### src/rtl/sensor_adc_acq_if.sv
// Sample stream from the ADC acquisition front-end: 8-bit sample, channel tag,
// valid/ready handshake.
interface sensor_adc_acq_if;
  logic [7:0] sample_data;
  logic       sample_ch;
  logic       sample_valid;
  logic       sample_ready;

  modport master (
    output sample_data,
    output sample_ch,
    output sample_valid,
    input  sample_ready
  );

  modport slave (
    input  sample_data,
    input  sample_ch,
    input  sample_valid,
    output sample_ready
  );
endinterface

### src/rtl/sensor_adc_acq.sv
// Dual-channel SPI ADC acquisition (MCP3002-style framing, SPI mode 0).
// Alternates channels, truncates 10-bit results to 8 bits, offers them on a valid/ready stream.
module sensor_adc_acq #(
  parameter int CLK_DIV    = 4,
  parameter int SAMPLE_GAP = 64
) (
  input  logic              clk,
  input  logic              rst_n,
  input  logic              ena,
  input  logic              start_en,
  input  logic              adc_miso,
  output logic              adc_sclk,
  output logic              adc_cs_n,
  output logic              adc_mosi,
  output logic              busy,
  output logic              overrun,
  input  logic              clr_ovr,
  sensor_adc_acq_if.master  smp
);

  typedef enum logic [2:0] {
    IDLE     = 3'd0,
    CS_SETUP = 3'd1,
    SHIFT    = 3'd2,
    CS_HOLD  = 3'd3,
    GAP      = 3'd4
  } state_t;

  localparam logic [7:0]  DIV_LAST  = 8'(CLK_DIV - 1);
  localparam logic [15:0] GAP_LAST  = 16'(SAMPLE_GAP - 1);
  localparam logic [4:0]  HALF_LAST = 5'd31;
  localparam logic [3:0]  MISO_FIRST = 4'd5;
  localparam logic [3:0]  MISO_LAST  = 4'd14;

  state_t      state;
  state_t      state_nxt;

  logic [7:0]  div_cnt;
  logic [4:0]  half_cnt;
  logic [15:0] gap_cnt;
  logic [9:0]  shift_reg;
  logic        next_ch;

  logic        div_done;
  logic        gap_done;
  logic        half_last;
  logic        sclk_edge;
  logic        rise_edge;
  logic        fall_edge;
  logic [3:0]  rise_idx;
  logic        capture;
  logic        offer;
  logic        enter_setup;
  logic        accept;
  logic        drop;
  logic        xfer;

  // Command bit presented ahead of rising edge k: start, single-ended, channel, MSB-first.
  function automatic logic cmd_bit(input logic [4:0] k, input logic ch);
    logic b;
    case (k)
      5'd0, 5'd1, 5'd3: b = 1'b1;
      5'd2:             b = ch;
      default:          b = 1'b0;
    endcase
    return b;
  endfunction

  function automatic logic [7:0] trunc_result(input logic [9:0] res);
    return res[9:2];
  endfunction

  assign busy = (state != IDLE);

  always_ff @(posedge clk or negedge rst_n) begin
    if (!rst_n) begin
      state <= IDLE;
    end else if (ena) begin
      state <= state_nxt;
    end
  end

  always_comb begin
    state_nxt   = state;
    offer       = 1'b0;
    div_done    = (div_cnt == DIV_LAST);
    gap_done    = (gap_cnt == GAP_LAST);
    half_last   = (half_cnt == HALF_LAST);
    sclk_edge   = (state == SHIFT) && div_done;
    rise_edge   = sclk_edge && !half_cnt[0];
    fall_edge   = sclk_edge && half_cnt[0];
    rise_idx    = half_cnt[4:1];
    capture     = rise_edge && (rise_idx >= MISO_FIRST) && (rise_idx <= MISO_LAST);

    case (state)
      IDLE: begin
        if (start_en) state_nxt = CS_SETUP;
      end
      CS_SETUP: begin
        if (div_done) state_nxt = SHIFT;
      end
      SHIFT: begin
        if (div_done && half_last) state_nxt = CS_HOLD;
      end
      CS_HOLD: begin
        if (div_done) begin
          offer     = 1'b1;
          state_nxt = GAP;
        end
      end
      GAP: begin
        if (gap_done) state_nxt = start_en ? CS_SETUP : IDLE;
      end
      default: state_nxt = IDLE;
    endcase

    enter_setup = (state_nxt == CS_SETUP) && (state != CS_SETUP);
    accept      = offer && (!smp.sample_valid || smp.sample_ready);
    drop        = offer && smp.sample_valid && !smp.sample_ready;
    xfer        = smp.sample_valid && smp.sample_ready;
  end

  // Prescaler, half-period and gap counters; each is cleared when its phase ends.
  always_ff @(posedge clk or negedge rst_n) begin
    if (!rst_n) begin
      div_cnt  <= '0;
      half_cnt <= '0;
      gap_cnt  <= '0;
    end else if (ena) begin
      if ((state_nxt != state) || div_done || (state == IDLE) || (state == GAP)) begin
        div_cnt <= '0;
      end else begin
        div_cnt <= div_cnt + 8'd1;
      end

      if (state != SHIFT) begin
        half_cnt <= '0;
      end else if (div_done) begin
        half_cnt <= half_last ? 5'd0 : half_cnt + 5'd1;
      end

      if ((state != GAP) || gap_done) begin
        gap_cnt <= '0;
      end else begin
        gap_cnt <= gap_cnt + 16'd1;
      end
    end
  end

  // SPI pins and receive shift register.
  always_ff @(posedge clk or negedge rst_n) begin
    if (!rst_n) begin
      adc_cs_n  <= 1'b1;
      adc_sclk  <= 1'b0;
      adc_mosi  <= 1'b0;
      shift_reg <= '0;
      next_ch   <= 1'b0;
    end else if (ena) begin
      if (enter_setup) begin
        adc_cs_n <= 1'b0;
      end else if (offer) begin
        adc_cs_n <= 1'b1;
      end

      if (sclk_edge) begin
        adc_sclk <= ~half_cnt[0];
      end else if (state != SHIFT) begin
        adc_sclk <= 1'b0;
      end

      if ((state == CS_SETUP) && div_done) begin
        adc_mosi <= cmd_bit(5'd0, next_ch);
      end else if (fall_edge) begin
        adc_mosi <= cmd_bit({1'b0, rise_idx} + 5'd1, next_ch);
      end

      if (capture) begin
        shift_reg <= {shift_reg[8:0], adc_miso};
      end

      if (offer) begin
        next_ch <= ~next_ch;
      end
    end
  end

  // Output stage: a held, unaccepted sample is never overwritten.
  always_ff @(posedge clk or negedge rst_n) begin
    if (!rst_n) begin
      smp.sample_data  <= '0;
      smp.sample_ch    <= 1'b0;
      smp.sample_valid <= 1'b0;
      overrun          <= 1'b0;
    end else if (ena) begin
      if (accept) begin
        smp.sample_data  <= trunc_result(shift_reg);
        smp.sample_ch    <= next_ch;
        smp.sample_valid <= 1'b1;
      end else if (xfer) begin
        smp.sample_valid <= 1'b0;
      end

      if (drop) begin
        overrun <= 1'b1;
      end else if (clr_ovr) begin
        overrun <= 1'b0;
      end
    end
  end

endmodule
### src/flat_wrapper.sv
// flat-port wrapper written by rule: the top's interface ports become plain ports
module sensor_adc_acq_flat 
#(
  parameter int CLK_DIV    = 4,
  parameter int SAMPLE_GAP = 64
)
  (clk, rst_n, ena, start_en, adc_miso, adc_sclk, adc_cs_n, adc_mosi, busy, overrun, clr_ovr, smp_sample_data, smp_sample_ch, smp_sample_valid, smp_sample_ready);
  sensor_adc_acq_if smp_i ();
  input  logic clk;
  input  logic rst_n;
  input  logic ena;
  input  logic start_en;
  input  logic adc_miso;
  output logic adc_sclk;
  output logic adc_cs_n;
  output logic adc_mosi;
  output logic busy;
  output logic overrun;
  input  logic clr_ovr;
  output wire logic [$bits(smp_i.sample_data)-1:0] smp_sample_data;
  output wire logic [$bits(smp_i.sample_ch)-1:0] smp_sample_ch;
  output wire logic [$bits(smp_i.sample_valid)-1:0] smp_sample_valid;
  input wire logic [$bits(smp_i.sample_ready)-1:0] smp_sample_ready;
  assign smp_sample_data = smp_i.sample_data;
  assign smp_sample_ch = smp_i.sample_ch;
  assign smp_sample_valid = smp_i.sample_valid;
  assign smp_i.sample_ready = smp_sample_ready;
  sensor_adc_acq #(.CLK_DIV(CLK_DIV), .SAMPLE_GAP(SAMPLE_GAP)) u_core (.clk(clk), .rst_n(rst_n), .ena(ena), .start_en(start_en), .adc_miso(adc_miso), .adc_sclk(adc_sclk), .adc_cs_n(adc_cs_n), .adc_mosi(adc_mosi), .busy(busy), .overrun(overrun), .clr_ovr(clr_ovr), .smp(smp_i));
endmodule
### config.mk
export PLATFORM = sky130hd
export DESIGN_NAME = sensor_adc_acq_flat
export DESIGN_NICKNAME = d
export VERILOG_FILES = /design/src/rtl/sensor_adc_acq_if.sv /design/src/rtl/sensor_adc_acq.sv /design/src/flat_wrapper.sv
export SDC_FILE = /design/constraint.sdc
export NUM_CORES = 1
export LEC_CHECK = 0
export BUFFER_PORTS_ARGS = -buffer_cell sky130_fd_sc_hd__buf_2
export CORE_MARGIN = 4
export CORE_UTILIZATION = 62
export CTS_BUF_LIST = sky130_fd_sc_hd__clkbuf_2 sky130_fd_sc_hd__clkbuf_4 sky130_fd_sc_hd__clkbuf_8
export DETAILED_ROUTE_END_ITERATION = 7
export GPL_TIMING_DRIVEN = 0
export PLACE_DENSITY = 0.91
export SLEW_MARGIN = 20
export SYNTH_ARGS = -nofsm -noshare
export SYNTH_HDL_FRONTEND = slang
export SYNTH_SLANG_ARGS = --single-unit
### constraint.sdc
create_clock -name clk -period 2.6 [get_ports clk]
set_clock_uncertainty 0.15 [all_clocks]
set_input_delay 0 -clock clk [delete_from_list [all_inputs] [get_ports clk]]
set_output_delay 0 -clock clk [all_outputs]
set_load 0.1 [all_outputs]
Yosys cells after proc, flatten, opt, wreduce, memory -nomap -nowiden
Cells that the tools add are included.
{ "op_classes": {"n_mul": 0, "n_bitwise": 2, "n_addsub": 4, "n_reduce_logical": 39, "n_shift": 0, "eq_ne": 15, "order_cmp": 2, "div_mod_pow": 0, "muxes": 25} }
{ "op_table": {"columns": ["op", "count"], "rows": [
  ["$reduce_and 2->1", 9],
  ["$add 16x1->16 const B", 1],
  ["$eq 16x6->1 const B", 1],
  ["$mux 16", 1],
  ["$mux 3", 5],
  ["$mux 5", 3],
  ["$pmux 3 s5", 1],
  ["$mux 1", 13],
  ["$logic_and 1x1->1", 12],
  ["$reduce_bool 2->1", 6],
  ["$eq 5x2->1 const B", 2],
  ["$add 8x1->8 const B", 1],
  ["$eq 8x2->1 const B", 1],
  ["$mux 8", 1],
  ["$eq 3x1->1 const B", 2],
  ["$eq 3x2->1 const B", 2],
  ["$add 4x1->5 const B", 1],
  ["$add 5x1->5 const B", 1],
  ["$eq 5x1->1 const B", 1],
  ["$eq 5x5->1 const B", 1],
  ["$logic_not 5->1", 1],
  ["$logic_or 1x1->1", 5],
  ["$ge 4x3->1 const B", 1],
  ["$le 4x4->1 const B", 1],
  ["11 further kinds", 14]
]} }
{ "word_totals": {"romBits": 0, "mem_count": 0, "wordCells": 100, "register_bits": 57, "ram_bits": 0, "in_bits": 7, "latch_bits": 0} }

Logic depth before layout (Yosys ltp)
Gate-level depths: netlist (run 1).
{ "depth": {"depth_word": 9, "mapped_depth": 7} }

Least setup slack after synthesis (run 1)
Ideal clock, no wire load.
{ "synth_timing": {"path_kind": "register to register", "from": "register u_core.div_cnt[5]", "to": "register u_core.shift_reg[2]", "setup_ns": 0.125, "stages_incl_launch_ff": 7, "arrival_time_ns": 1.734, "slack_ns": 0.591, "cell_sequence": "dfrtp_1 > nor4_4 > and3_1 > buf_4 > o2111a_1 > buf_6 > mux2_2"} }
{ "synth_between": {"elab_chain_cells": 6} }
{ "synth_rtl": {"columns": ["item", "line", "text"], "rows": [
  ["start: declaration", "sensor_adc_acq.sv:38", "logic [7:0] div_cnt;"],
  ["start signal: assignment", "sensor_adc_acq.sv:133", "div_cnt <= div_cnt + 8'd1;"],
  ["$eq 8x2->1", "sensor_adc_acq.sv:86", "div_done = (div_cnt == DIV_LAST);"],
  ["$logic_and 1x1->1", "sensor_adc_acq.sv:89", "sclk_edge = (state == SHIFT) && div_done;"],
  ["$logic_and 1x1->1", "sensor_adc_acq.sv:90", "rise_edge = sclk_edge && !half_cnt[0];"],
  ["$logic_and 1x1->1 (2 in a row)", "sensor_adc_acq.sv:93", "capture = rise_edge && (rise_idx >= MISO_FIRST) && (rise_idx <= MISO_LAST);"],
  ["$reduce_and 2->1 (no line)", null, null],
  ["end signal: assignment", "sensor_adc_acq.sv:178", "shift_reg <= {shift_reg[8:0], adc_miso};"],
  ["end: declaration", "sensor_adc_acq.sv:41", "logic [9:0] shift_reg;"]
]} }
No other way between the ends.
A chain may end at the register's enable or synchronous reset.

Worst setup path after layout (run 1)
{ "layout_timing": {"from": "register u_core.state[0]", "to": "register u_core.shift_reg[3]"} }
{ "layout_between": {"elab_chain_cells": 6} }
{ "layout_rtl": {"columns": ["item", "line", "text"], "rows": [
  ["start: declaration", "sensor_adc_acq.sv:35", "state_t state;"],
  ["start signal: assignment", "sensor_adc_acq.sv:79", "state <= state_nxt;"],
  ["$eq 3x2->1", "sensor_adc_acq.sv:89", null],
  ["$logic_and 1x1->1", "sensor_adc_acq.sv:89", null],
  ["$logic_and 1x1->1", "sensor_adc_acq.sv:90", null],
  ["$logic_and 1x1->1 (2 in a row)", "sensor_adc_acq.sv:93", null],
  ["$reduce_and 2->1 (no line)", null, null]
]} }
No other way between the ends.

==> flow_metrics.py, run 1 <==
metrics = {
    "status": {
        "outcome": "complete, no violations",
    },
    "timing": {
        "setup_viol": 0,
        "slew_violations": 0,
        "fin_setup_tns_ns": 0,
        "maxSlewHeadroom": 0.540,
        "holdWs_ns": 0.0514,
        "period_share": 0.892,
        "fmax_ghz": 0.431,
        "hold_violations": 0,
        "period_minus_slack_ns": 2.32,
        "tightestPinTransition_ns": 0.690,
        "rsz0062_at_grt": "false",
        "fin_ws_ns": 0.281,
    },
    "worst_hold_path": {
        "hold_path_depth": 4,
        "min_path_type": "input port to flop",
    },
    "flow_run": {
        "drv_cap": 0,
    },
    "critical_path": {
        "cp.required_ns": 2.67,
        "cp.buffers_inverters": 3,
        "cp.depth": 7,
        "critical_path.startpoint": "u_core.state[0]$_DFFE_PN0P_",
        "setup.worst_path.start_class": "flop",
        "r2r-end": "u_core.shift_reg[3]$_DFFE_PN0P_",
        "cp_top_family": "simple AND/OR/NAND/NOR gates",
        "worstPathCellList": "buf_2, nor3b_1, and3_1, buf_4, o2111a_1, buf_6, mux2_2",
        "cp_slowest_cell": "nor3b_1",
        "regToRegSetupSlack_ns": 0.28,
        "r2r-start": "u_core.state[0]$_DFFE_PN0P_",
        "crit_fanout": 10,
        "critPathKind": "flop to flop",
        "cp-endpoint": "u_core.shift_reg[3]$_DFFE_PN0P_",
        "slowest_delay_ns": 0.42,
        "arrival_ns": 2.39,
        "worst_setup_path_end_kind": "flop",
        "r2r_cells": 7,
    },
    "place": {
        "dp.final_hpwl_um": 3650,
        "pre_cts_slack_ns": 0.409,
        "dp_cells": 331,
        "port_buffers": 21,
        "gp_congestion": 0.877,
    },
    "global_route": {
        "antenna_found_initial": 0,
        "grt_overflow": 0,
        "grt_util_all_layers": 0.223,
        "grt_pass1_wl_um": 9440,
        "grt_pass1_vias": 2047,
        "grt_max_degree": 58,
    },
    "clock_tree": {
        "numCtsBuffers": 9,
        "cts_tree": "yes",
        "htreeDepth": 3,
        "cts_num_sinks": 57,
        "cts_root_buffer": "clkbuf_8",
        "post_cts_buffers": 0,
        "cts_max_path_buffers": 2,
        "cts.clk_slew.worst_paths_ns": 0.06,
        "insertion_delay_ns": 0.33,
    },
    "routing": {
        "post_drt_wl_per_cell_um": 16.3,
        "finalWirelength_um": 5750,
        "initialDrtViolationCount": 210,
        "remaining_drc_errors": 0,
        "detail_route.first_pass.iterations": 4,
        "vias": 2123,
        "via_per_inst": 6.03,
        "drtAntennaViolNets": 0,
    },
    "logic_synthesis": {
        "synthTopCellsByCount": "dfrtp_1, nor2_1, nand2_1",
        "synth-simple-area-share": 0.201,
        "synth.avg_cell_area_um2": 10.8,
        "async_flop_share": 1.00,
        "synth_seq_area_share": 0.514,
        "ys_ff_latch": 57,
        "synthXorXnorAreaFrac": 0.0536,
        "yosys_warnings": 0,
        "syn_inst": 258,
        "yosys_most_used_dff": "dfrtp_1",
        "ys_types": 51,
        "syn_area_um2": 2780,
        "synth_most_common_cell": "dfrtp_1",
        "synth_top_family_by_area": "simple AND/OR/NAND/NOR gates",
        "synth_top_cell_by_area": "dfrtp_1",
        "yosys.area_share.adder": 0.0180,
        "synthMuxAreaShare": 0.0883,
        "synth_enable_flop_cells": 0,
        "yosys-top-cells-area": "dfrtp_1, mux2_2, xnor2_1, nor2_1, nand4_1",
        "synth_top_area_frac": 0.505,
        "synth_compound_area_frac": 0.0933,
        "synth_fp_nets": 269,
    },
    "layout": {
        "fill_cells": 271,
        "final_nets": 306,
        "area_growth_syn_to_layout_pct": 15.9,
        "fin_util": 0.739,
        "antenna_cells": 0,
        "final_cells": 352,
        "largest_register_ff_count": 16,
        "drive_above_1_share": 0.217,
        "multi_input_area_um2": 1260,
        "seq_area_um2": 1430,
    },
    "power": {
        "p_sw_w": 0.000652,
        "p_seq_frac": 0.432,
        "leakage_nw": 1.50,
        "combPwrFrac": 0.160,
        "p_per_area_nw_per_um2": 699,
        "internal_power_w": 0.00160,
        "p_sw_frac": 0.290,
        "ir_drop_mv": 0.676,
        "p_clk_frac": 0.408,
    },
    "die": {
        "die_h_um": 74.9,
        "num_io_pins": 22,
        "coreArea_um2": 4350,
        "rows": 24,
        "start_util": 0.638,
        "chipWidth_um": 74.9,
        "dieArea_um2": 5610,
    },
}
-- area by class of cell --
cell class | instances | share of cell area
buffer | 11 | 0.0194
clock buffer | 11 | 0.0432
clock inverter | 5 | 0.0249
inverter | 7 | 0.00816
multi-input combinational | 183 | 0.392
sequential | 57 | 0.444
tap | 52 | 0.0202
timing repair buffer | 26 | 0.0490
-- per-stage QoR --
stage	area, µm²	total power (W)
3_5_place_dp	2950	0.00134
5_1_grt	3220	0.00234
3_3_place_gp	2950	0.00132
2_1_floorplan	2780	0.00125
6_report	3220	0.00225
4_1_cts	3220	0.00226
-- tightest hold or removal path: stages --
cell      delay (ns)
buf_2           0.11
clkbuf_1        0.20
nand2b_1        0.12
o21ai_0         0.06
-- per-layer routing --
layer / share of wire / GRT usage / vias up / wire [µm]
met5: 0 / 0 / - / 0
met4: 0.014 / 0.109 / 0 / 78
met3: 0.060 / 0.0481 / 6 / 346
met2: 0.50 / 0.361 / 83 / 2900
met1: 0.42 / 0.283 / 1025 / 2430
li1: - / - / 1009 / -
-- how the worst min path moves through the flow --
stage	startpoint	end	slack (ns)
detailed placement	rst_n	u_core.div_cnt[6]$_DFFE_PN0P_	-0.06
CTS	ena	u_core.div_cnt[0]$_DFFE_PN0P_	0.04
global route	ena	u_core.state[1]$_DFFE_PN0P_	0.07
floorplan	rst_n	u_core.adc_mosi$_DFFE_PN0P_	-0.45
global placement	adc_miso	u_core.shift_reg[0]$_DFFE_PN0P_	0.07
finish	ena	u_core.div_cnt[0]$_DFFE_PN0P_	0.05
-- placed cells by master, fill, tap and decap left out, types with 5 or more instances in the layout --
cell type,count
xor2_1,5
clkbuf_1,5
dfrtp_1,56
inv_1,6
clkbuf_8,9
dlygate4sd3_1,5
a31oi_1,5
nor2_1,27
nor4_1,5
buf_2,22
and3_1,5
o21ai_0,10
nand3_1,10
nand4_1,13
mux2_2,14
nand2b_1,6
nand2_1,19
xnor2_1,12
-- kinds of logic after synthesis --
| family | count (synthesis) |
|---|---|
| flops | 57 |
| compound gates | 37 |
| mux | 21 |
| fa+ha+maj | 4 |
| xor+xnor | 17 |
| buf+inv | 18 |
| simple gates | 104 |
-- power by group through the flow --
stage	clock network, W	logic [W]	registers [W]
6_report	0.000917	0.000360	0.000971
5_1_grt	0.000969	0.000396	0.000976
4_1_cts	0.000927	0.000360	0.000970
3_5_place_dp	0	0.000351	0.000985
3_3_place_gp	0	0.000338	0.000984
2_1_floorplan	0	0.000258	0.000989
-- timing repair --
| item | CTS | global route |
|---|---|---|
| hold buffers | 5 | 0 |
| endpoints found under the hold margin | 61 | 0 |
| resized for setup | 0 | 0 |
Note: power is estimated with default switching activity, not from simulation.
==> run 2, diff against run 1 <==
--- a/config.mk
+++ b/config.mk
@@ -7,11 +7,11 @@
 export LEC_CHECK = 0
 export BUFFER_PORTS_ARGS = -buffer_cell sky130_fd_sc_hd__buf_2
 export CORE_MARGIN = 4
-export CORE_UTILIZATION = 62
+export CORE_UTILIZATION = 56
 export CTS_BUF_LIST = sky130_fd_sc_hd__clkbuf_2 sky130_fd_sc_hd__clkbuf_4 sky130_fd_sc_hd__clkbuf_8
 export DETAILED_ROUTE_END_ITERATION = 7
 export GPL_TIMING_DRIVEN = 0
-export PLACE_DENSITY = 0.91
+export PLACE_DENSITY = 0.87
 export SLEW_MARGIN = 20
 export SYNTH_ARGS = -nofsm -noshare
 export SYNTH_HDL_FRONTEND = slang
==> constraint.sdc (replaced) <==
create_clock -name clk -period 2.05 [get_ports clk]
set_clock_uncertainty 0.15 [all_clocks]
set_input_delay 0 -clock clk [delete_from_list [all_inputs] [get_ports clk]]
set_output_delay 0 -clock clk [all_outputs]
set_load 0.1 [all_outputs]
==> run 2 against run 1 <==
  * Clock power shrank 3.9%
  * Final cell count grew 6.0%
  * Register-to-register slack got worse by 0.27 ns
  * Die area grew 9.5%
  * Routed wire length rose by 6.9%
  * Global-route usage down 0.31 points
  * Flip-flop and latch count did not move
  * Critical path type unchanged
  * Largest power group unchanged
==> flow_metrics.py, run 2 (synthesis gave the netlist of run 1 again) <==
metrics = {
    "critical_path": {
        "worstPathCellList": "nor4_4, and3_4, o2111a_2, buf_6, mux2_4",
        "arrival_ns": 2.10,
        "cp.required_ns": 2.11,
        "cp_top_family": "simple AND/OR/NAND/NOR gates",
        "critical_path.startpoint": "u_core.div_cnt[6]$_DFFE_PN0P_",
        "cp.buffers_inverters": 1,
        "r2r-start": "u_core.div_cnt[6]$_DFFE_PN0P_",
        "cp_slowest_cell": "dfrtp_1",
        "slowest_delay_ns": 0.42,
        "crit_fanout": 5,
        "worst_setup_path_end_kind": "flop",
        "critPathKind": "flop to flop",
        "setup.worst_path.start_class": "flop",
    },
    "power": {
        "p_per_area_nw_per_um2": 781,
        "p_sw_w": 0.000801,
        "internal_power_w": 0.00179,
        "p_clk_frac": 0.339,
        "p_seq_frac": 0.473,
        "power_w": 0.00260,
        "p_sw_frac": 0.309,
        "ir_drop_mv": 0.817,
        "combPwrFrac": 0.187,
        "leakage_nw": 1.55,
    },
    "clock_tree": {
        "htreeDepth": 3,
        "insertion_delay_ns": 0.33,
        "numCtsBuffers": 9,
        "cts_tree": "yes",
        "cts_root_buffer": "clkbuf_8",
        "cts.clk_slew.worst_paths_ns": 0.06,
        "cts_num_sinks": 57,
        "cts_max_path_buffers": 2,
    },
    "timing": {
        "slew_violations": 0,
        "period_share": 0.995,
        "fin_ws_ns": 0.0112,
        "fmax_ghz": 0.490,
        "tightestPinTransition_ns": 0.695,
        "setup_viol": 0,
        "period_minus_slack_ns": 2.04,
        "fin_setup_tns_ns": 0,
        "rsz0062_at_grt": "true",
        "maxSlewHeadroom": 0.537,
        "hold_violations": 0,
    },
    "global_route": {
        "grt_overflow": 0,
        "antenna_found_initial": 0,
        "grt_pass1_vias": 2196,
        "grt_util_all_layers": 0.220,
        "grt_max_degree": 58,
        "grt_pass1_wl_um": 10500,
    },
    "die": {
        "rows": 25,
        "die_h_um": 78.4,
        "chipWidth_um": 78.4,
        "coreArea_um2": 4750,
        "dieArea_um2": 6150,
        "start_util": 0.584,
        "num_io_pins": 22,
    },
    "layout": {
        "fill_cells": 329,
        "area_growth_syn_to_layout_pct": 19.7,
        "antenna_cells": 0,
        "fin_util": 0.699,
        "largest_register_ff_count": 16,
        "final_common_cell": "dfrtp_1",
        "drive_above_1_share": 0.268,
        "final_cell_mix": "dfrtp_1, nor2_1, buf_2",
        "final_nets": 313,
    },
    "routing": {
        "detail_route.first_pass.iterations": 5,
        "finalWirelength_um": 6150,
        "post_drt_wl_per_cell_um": 16.5,
        "drtAntennaViolNets": 0,
        "vias": 2212,
        "remaining_drc_errors": 0,
        "via_per_inst": 5.93,
        "initialDrtViolationCount": 171,
    },
    "status": {
        "outcome": "complete, no violations",
    },
    "place": {
        "gp_congestion": 0.830,
        "pre_cts_slack_ns": -0.157,
        "port_buffers": 21,
        "dp.final_hpwl_um": 3680,
    },
    "worst_hold_path": {
        "min_from": "ena",
        "min_path_type": "input port to flop",
    },
    "flow_run": {
        "drv_cap": 0,
    },
}
[run 2: changes by cell type in the layout (fill, tap and decap cells not counted), sizes merged]
cell      before  now
buf           27   35
clkinv         2    5
bufinv         2    0
clkinvlp       2    0
clkbuf        16   15
[run 2: stage by stage]
step | hold WS, ns | area (µm²) | std cells
after floorplan | -0.446 | 2780 | 258
after global placement | 0.0666 | 2970 | 346
after detailed placement | -0.0594 | 2970 | 346
after CTS | 0.0525 | 3280 | 373
after global routing | 0.0709 | 3320 | 373
final | 0.0856 | 3320 | 373
[run 2: worst paths after layout]
check	end	slack, ns	cells after the start
max in group asynchronous	u_core.div_cnt[5]$_DFFE_PN0P_	1.13	2
worst max-delay path	u_core.shift_reg[4]$_DFFE_PN0P_	0.01	5
worst max register to register	u_core.shift_reg[4]$_DFFE_PN0P_	0.01	5
min in group asynchronous	u_core.adc_sclk$_DFFE_PN0P_	0.11	2
worst min register to register	u_core.adc_cs_n$_DFFE_PN1P_	0.34	2
worst min-delay path	u_core.state[1]$_DFFE_PN0P_	0.09	4
[run 2: power groups by stage]
stage,combinational [W],clock (W),sequential [W]
2_1_floorplan,0.000327,0,0.00125
3_3_place_gp,0.000428,0,0.00125
6_report,0.000486,0.000881,0.00123
4_1_cts,0.000486,0.000894,0.00123
3_5_place_dp,0.000447,0,0.00125
5_1_grt,0.000536,0.000965,0.00124
[run 2: what timing repair did]
item,4_1_cts,5_1_grt
pin swaps,4,4
setup endpoints to repair,33,39
hold endpoints to repair,61,0
gates cloned,1,0
resized for setup,12,12
buffers inserted,6,3
hold buffers,5,0
[run 2: worst reg2reg max path, stage by stage, from the launching register on]
cell and delay (ns):
dfrtp_1 0.42, nor4_4 0.40, and3_4 0.27, o2111a_2 0.24
buf_6 0.15, mux2_4 0.31
[run 2: cell type report]
cell class                      count  area, µm²  area share
Clock buffer                       11        145      0.0437
Timing Repair Buffer               36        236      0.0711
Buffer                              8       46.3      0.0139
Clock inverter                      4       20.0     0.00602
Inverter                            7       26.3     0.00790
Multi-Input combinational cell    183       1340       0.402
Tap cell                           67       83.8      0.0252
Sequential cell                    57       1430       0.430
[run 2: layer usage]
metal	vias to the layer above	track usage	wire length [µm]
met5	-	0	0
met4	0	0.0979	153
met3	17	0.0516	342
met2	78	0.366	3130
met1	1100	0.272	2530
li1	1017	-	-
